## config.mk

```make
export PLATFORM = sky130hd
export DESIGN_NAME = sram_rw_requester
export DESIGN_NICKNAME = d
export VERILOG_FILES = /design/src/rtl/sram_rw_requester.sv
export SDC_FILE = /design/constraint.sdc
export NUM_CORES = 1
export LEC_CHECK = 0
export BUFFER_PORTS_ARGS = -buffer_cell sky130_fd_sc_hd__buf_2
export CORE_UTILIZATION = 35
export DETAILED_ROUTE_END_ITERATION = 8
export PLACE_DENSITY = 0.56
export SLEW_MARGIN = 10
export SYNTH_ARGS = -nofsm -noshare
export SYNTH_HDL_FRONTEND = slang
export SYNTH_SLANG_ARGS = --single-unit
export TNS_END_PERCENT = 5
```

## constraint.sdc

```tcl
create_clock -name clock -period 11.5 [get_ports clock]
set_input_delay 2.3 -clock clock [delete_from_list [all_inputs] [get_ports clock]]
set_output_delay 2.3 -clock clock [all_outputs]
set_load 0.1 [all_outputs]
```

## src/rtl/sram_rw_requester.sv

```systemverilog
// Purpose : initiator for a 128x64 single-port RW0 SRAM macro; zero-fills the array after reset,
//           then serves read/write requests and returns read data in order.
// Latency : writes presented in the accept cycle; read data appears on resp_* 2 cycles after accept.
// Backpressure: req_ready drops once two reads are in flight/buffered and the consumer is not popping.
//
// Ports:
//   clock, reset                       - single clock (also the macro clock), async active-high reset
//   req_valid/req_ready/req_write/req_addr/req_wdata - request channel
//   resp_valid/resp_ready/resp_rdata   - in-order read response channel (2-entry buffer)
//   init_done                          - zero-fill finished, stays high until reset
//   sram_addr/sram_en/sram_wmode/sram_wdata/sram_rdata - macro RW0 port
module sram_rw_requester #(
    parameter int DEPTH  = 128,
    parameter int ADDR_W = 7,
    parameter int DATA_W = 64
) (
    input  logic              clock,
    input  logic              reset,
    input  logic              req_valid,
    output logic              req_ready,
    input  logic              req_write,
    input  logic [ADDR_W-1:0] req_addr,
    input  logic [DATA_W-1:0] req_wdata,
    output logic              resp_valid,
    input  logic              resp_ready,
    output logic [DATA_W-1:0] resp_rdata,
    output logic              init_done,
    output logic [ADDR_W-1:0] sram_addr,
    output logic              sram_en,
    output logic              sram_wmode,
    output logic [DATA_W-1:0] sram_wdata,
    input  logic [DATA_W-1:0] sram_rdata
);

    typedef enum logic {
        ST_INIT = 1'b0,
        ST_RUN  = 1'b1
    } state_e;

    state_e            state_q, state_d;
    logic [ADDR_W-1:0] cnt_q, cnt_d;
    logic              rd_pend_q, rd_pend_d;

    // Last accepted request, kept on the macro pins while idle.
    logic [ADDR_W-1:0] hold_addr_q;
    logic              hold_wmode_q;
    logic [DATA_W-1:0] hold_wdata_q;

    // 2-entry response buffer.
    logic [DATA_W-1:0] fifo_q [2];
    logic              rd_ptr_q;
    logic              wr_ptr_q;
    logic [1:0]        occ_q;

    logic              accept;
    logic              push;
    logic              pop;

    assign init_done  = (state_q == ST_RUN);
    assign resp_valid = (occ_q != 2'd0);
    assign resp_rdata = fifo_q[rd_ptr_q];
    assign pop        = resp_valid && resp_ready;
    // The macro's read data is only meaningful the cycle after a read was issued.
    assign push       = rd_pend_q;

    // Credits count both buffered and in-flight reads; a same-cycle pop frees one.
    // Writes are gated too so the request stream stays strictly ordered.
    assign req_ready = init_done &&
                       ((({1'b0, occ_q} + {2'b00, rd_pend_q}) < 3'd2) || pop);
    assign accept    = req_valid && req_ready;
    assign rd_pend_d = accept && !req_write;

    always_comb begin
        state_d = state_q;
        cnt_d   = cnt_q;
        if (state_q == ST_INIT) begin
            cnt_d = cnt_q + ADDR_W'(1);
            if (cnt_q == ADDR_W'(DEPTH - 1)) begin
                state_d = ST_RUN;
            end
        end
    end

    // Macro drive: fill writes during INIT, request pass-through on accept.
    // Reset is folded in so the macro sees no enable while reset is held.
    always_comb begin
        sram_en    = 1'b0;
        sram_wmode = hold_wmode_q;
        sram_addr  = hold_addr_q;
        sram_wdata = hold_wdata_q;
        if (!reset) begin
            if (state_q == ST_INIT) begin
                sram_en    = 1'b1;
                sram_wmode = 1'b1;
                sram_addr  = cnt_q;
                sram_wdata = '0;
            end else if (accept) begin
                sram_en    = 1'b1;
                sram_wmode = req_write;
                sram_addr  = req_addr;
                sram_wdata = req_wdata;
            end
        end
    end

    always_ff @(posedge clock or posedge reset) begin
        if (reset) begin
            state_q      <= ST_INIT;
            cnt_q        <= '0;
            rd_pend_q    <= 1'b0;
            hold_addr_q  <= '0;
            hold_wmode_q <= 1'b0;
            hold_wdata_q <= '0;
            fifo_q[0]    <= '0;
            fifo_q[1]    <= '0;
            rd_ptr_q     <= 1'b0;
            wr_ptr_q     <= 1'b0;
            occ_q        <= 2'd0;
        end else begin
            state_q   <= state_d;
            cnt_q     <= cnt_d;
            rd_pend_q <= rd_pend_d;
            if (accept) begin
                hold_addr_q  <= req_addr;
                hold_wmode_q <= req_write;
                hold_wdata_q <= req_wdata;
            end
            if (push) begin
                fifo_q[wr_ptr_q] <= sram_rdata;
                wr_ptr_q         <= ~wr_ptr_q;
            end
            if (pop) begin
                rd_ptr_q <= ~rd_ptr_q;
            end
            case ({push, pop})
                2'b10:   occ_q <= occ_q + 2'd1;
                2'b01:   occ_q <= occ_q - 2'd1;
                default: occ_q <= occ_q;
            endcase
        end
    end

endmodule

```

==> impl_metrics.ini <==
[clocking]
h-tree-depth = 1
holdBufCountCts = 0
clock-sinks = 213
cts_root_buf = clkbuf_16
path_clk_slew_ps = 60
cts_buffer_depth = 3
insertion_delay_ps = 530
cts_setup_buffers = 0
numCtsBuffers = 25
tritoncts = built
ctsResizeCount = 0

[worst_hold_path]
holdCritPathClass = reg2reg
hold_path_startpoint = fifo_q[95]$_DFFE_PP0P_

[synthesis]
syn_avg_cell_area_um2 = 12.1
netlist.area_leader.share_pct = 50.9
synthCells = 866
synth_top_flop_cell = dfrtp_1
yosysMostFrequentCell = mux2_2
ys_seq_area_share_pct = 50.9
synth.area.top_cells = dfrtp_1 51%, mux2_2 28%, o221ai_1 5.3%
netlist_top_cells_count = 259 x mux2_2, 213 x dfrtp_1, 133 x nand2_1, 74 x inv_1, 64 x o221ai_1
synth_seq_cells = 213
netlist-cell-type-count = 33
yosysTopAreaCell = dfrtp_1
synthArstFlopShare_pct = 100
synthesis.area_um2 = 10500
syn-num-nets = 1008
synth-edff-count = 0
yosys_warnings = 0

[timing]
rsz0062_at_grt = no
worst_pin_slew_ps = 942
fmax_mhz = 142
finalHoldViolations = 0
fin_crit_ps = 7040
tns_ps = 0
slew_viol_final = 0
max_slew_margin_pct = 37.2
layout_setup_ws_ps = 4460
finalClockSkew_ps = 13.9
setup_viol = 0
fin_crit_sh_pct = 61.2

[setup_path]
critPathMaxFanout = 94
worst-setup-path-type = in2out
cp.arrival_ps = 4740
cp-startpoint = reset
required_ps = 9200
r2r-start = init_done$_DFF_PP0_
crit_path_end_kind = output pin
critPathLaunchType = input port

[place]
dp_hpwl_mm = 16.1
dpl_cell_area_um2 = 12100
io_buffer_count = 279
pre_cts_slack_ps = 4370
numPlacedInstances = 1481
globalplace.congestion = 0.746

[cells_and_area]
syn_to_final_growth_pct = 23.3
multi_input_area_um2 = 4520
fill_cells = 2730
regArea_um2 = 5330
drive_gt1_share_pct = 52.5
layout.nets = 1266
final_cells = 1527
stdcell_area_um2 = 12900

[run_status]
status = complete, no violations

[drt]
viasPerCell = 4.94
drtPass1Iterations = 6
drc = 0
wire_per_inst_um = 16.6
wirelength_mm = 25.4
routed-via-count = 7544
drt_iter0_drc = 291
ant_nets = 0

[power_and_ir_drop]
leakage_nw = 6.61
vdd_drop_max_uv = 98.2
power_w = 0.00240
powerDensity_nw_per_um2 = 186

[global_route]
grt_overflow = 0
gr-usage-all-layers_pct = 16.4
grt_pass1_vias = 7704
antenna_found_initial = 5
grt_max_degree = 95
grt_pass1_wl_mm = 41.0

[run]
max_cap_viol_count = 0

[floorplanning]
dieHeight_um = 175
start_util_pct = 36.0
coreArea_um2 = 29100
placement_rows = 62
die_area_um2 = 30600
io_pins = 280
fp.dieW_um = 175
## per-layer routing
layer	track usage, %	share of wire (%)	vias to the layer above
met1	21.5	45	3692
met3	5.85	8.7	38
li1	-	-	3591
met4	3.26	1.7	6
met5	0	0.13	-
met2	26.0	44	217
## stage by stage
stage                     utilization (%)  hold slack (ps)
after floorplan                         -              454
after global placement               41.6              464
after detailed placement             41.6              474
after CTS                            44.4              488
after global routing                 44.4              501
final                                44.4              484
## cell families (layout without fill, tap and decap cells)
group	after synthesis	in the layout	synth area share (%)
other cells	0	1	0
mux	264	264	28.4
xor+xnor	11	11	0.919
compound gates	96	96	7.83
fa+ha+maj	2	2	0.239
flops	213	213	50.9
buf+inv	133	409	6.17
simple gates	147	147	5.60
## final timing paths
path	to	slack (ps)	cells past startpoint
setup / recovery	sram_addr[6]	4460	6
max in group asynchronous	fifo_q[104]$_DFFE_PP0P_	7520	4
min in group asynchronous	hold_wdata_q[57]$_DFF_PP0_	1910	2
hold reg to reg	fifo_q[95]$_DFFE_PP0P_	480	1
hold / removal	fifo_q[95]$_DFFE_PP0P_	480	1
setup reg to reg	hold_wdata_q[7]$_DFF_PP0_	8700	5
## placed cells by master, fill, tap and decap left out, types with 4 or more instances in the layout
cell type	n
clkbuf_16	25
buf_2	279
nand2_1	132
o221ai_1	64
buf_4	10
clkbuf_1	6
xor2_1	5
nor2_1	4
dfrtp_1	211
a311oi_1	7
clkinv_2	6
a2111oi_0	7
mux2_2	259
xnor2_1	6
mux2_1	5
inv_1	74
o22ai_1	7
clkbuf_8	5
## state kept, by name, indices dropped and copies added (netlist names)
register	count
hold_wmode_q	1
occ_q	2
hold_wdata_q	64
push	1
rd_ptr_q	1
cnt_q	7
wr_ptr_q	1
fifo_q	128
hold_addr_q	7
init_done	1
## where the power goes
part	internal (W)	switching, W	total (W)
logic	0.000167	0.000654	0.000821
clock network	0.000478	0.000314	0.000792
registers	0.000767	0.0000176	0.000785
total	0.00141	0.000985	0.00240
## worst max-delay path: stages
cell and delay, ps:
buf_2 140, inv_8 480, buf_4 810, o22ai_1 200, a311oi_1 240, buf_2 470
## final cells by class
type                    instances  share of cell area, %
clock inverters                 9                  0.852
flip-flops and latches        213                   41.3
multi-input cells             520                   35.0
inverters                      75                   2.24
repair buffers                289                   11.4
diodes                          1                 0.0194
clock buffers                  36                   5.55
well taps                     384                   3.72
(Power assumes the default switching activity.)
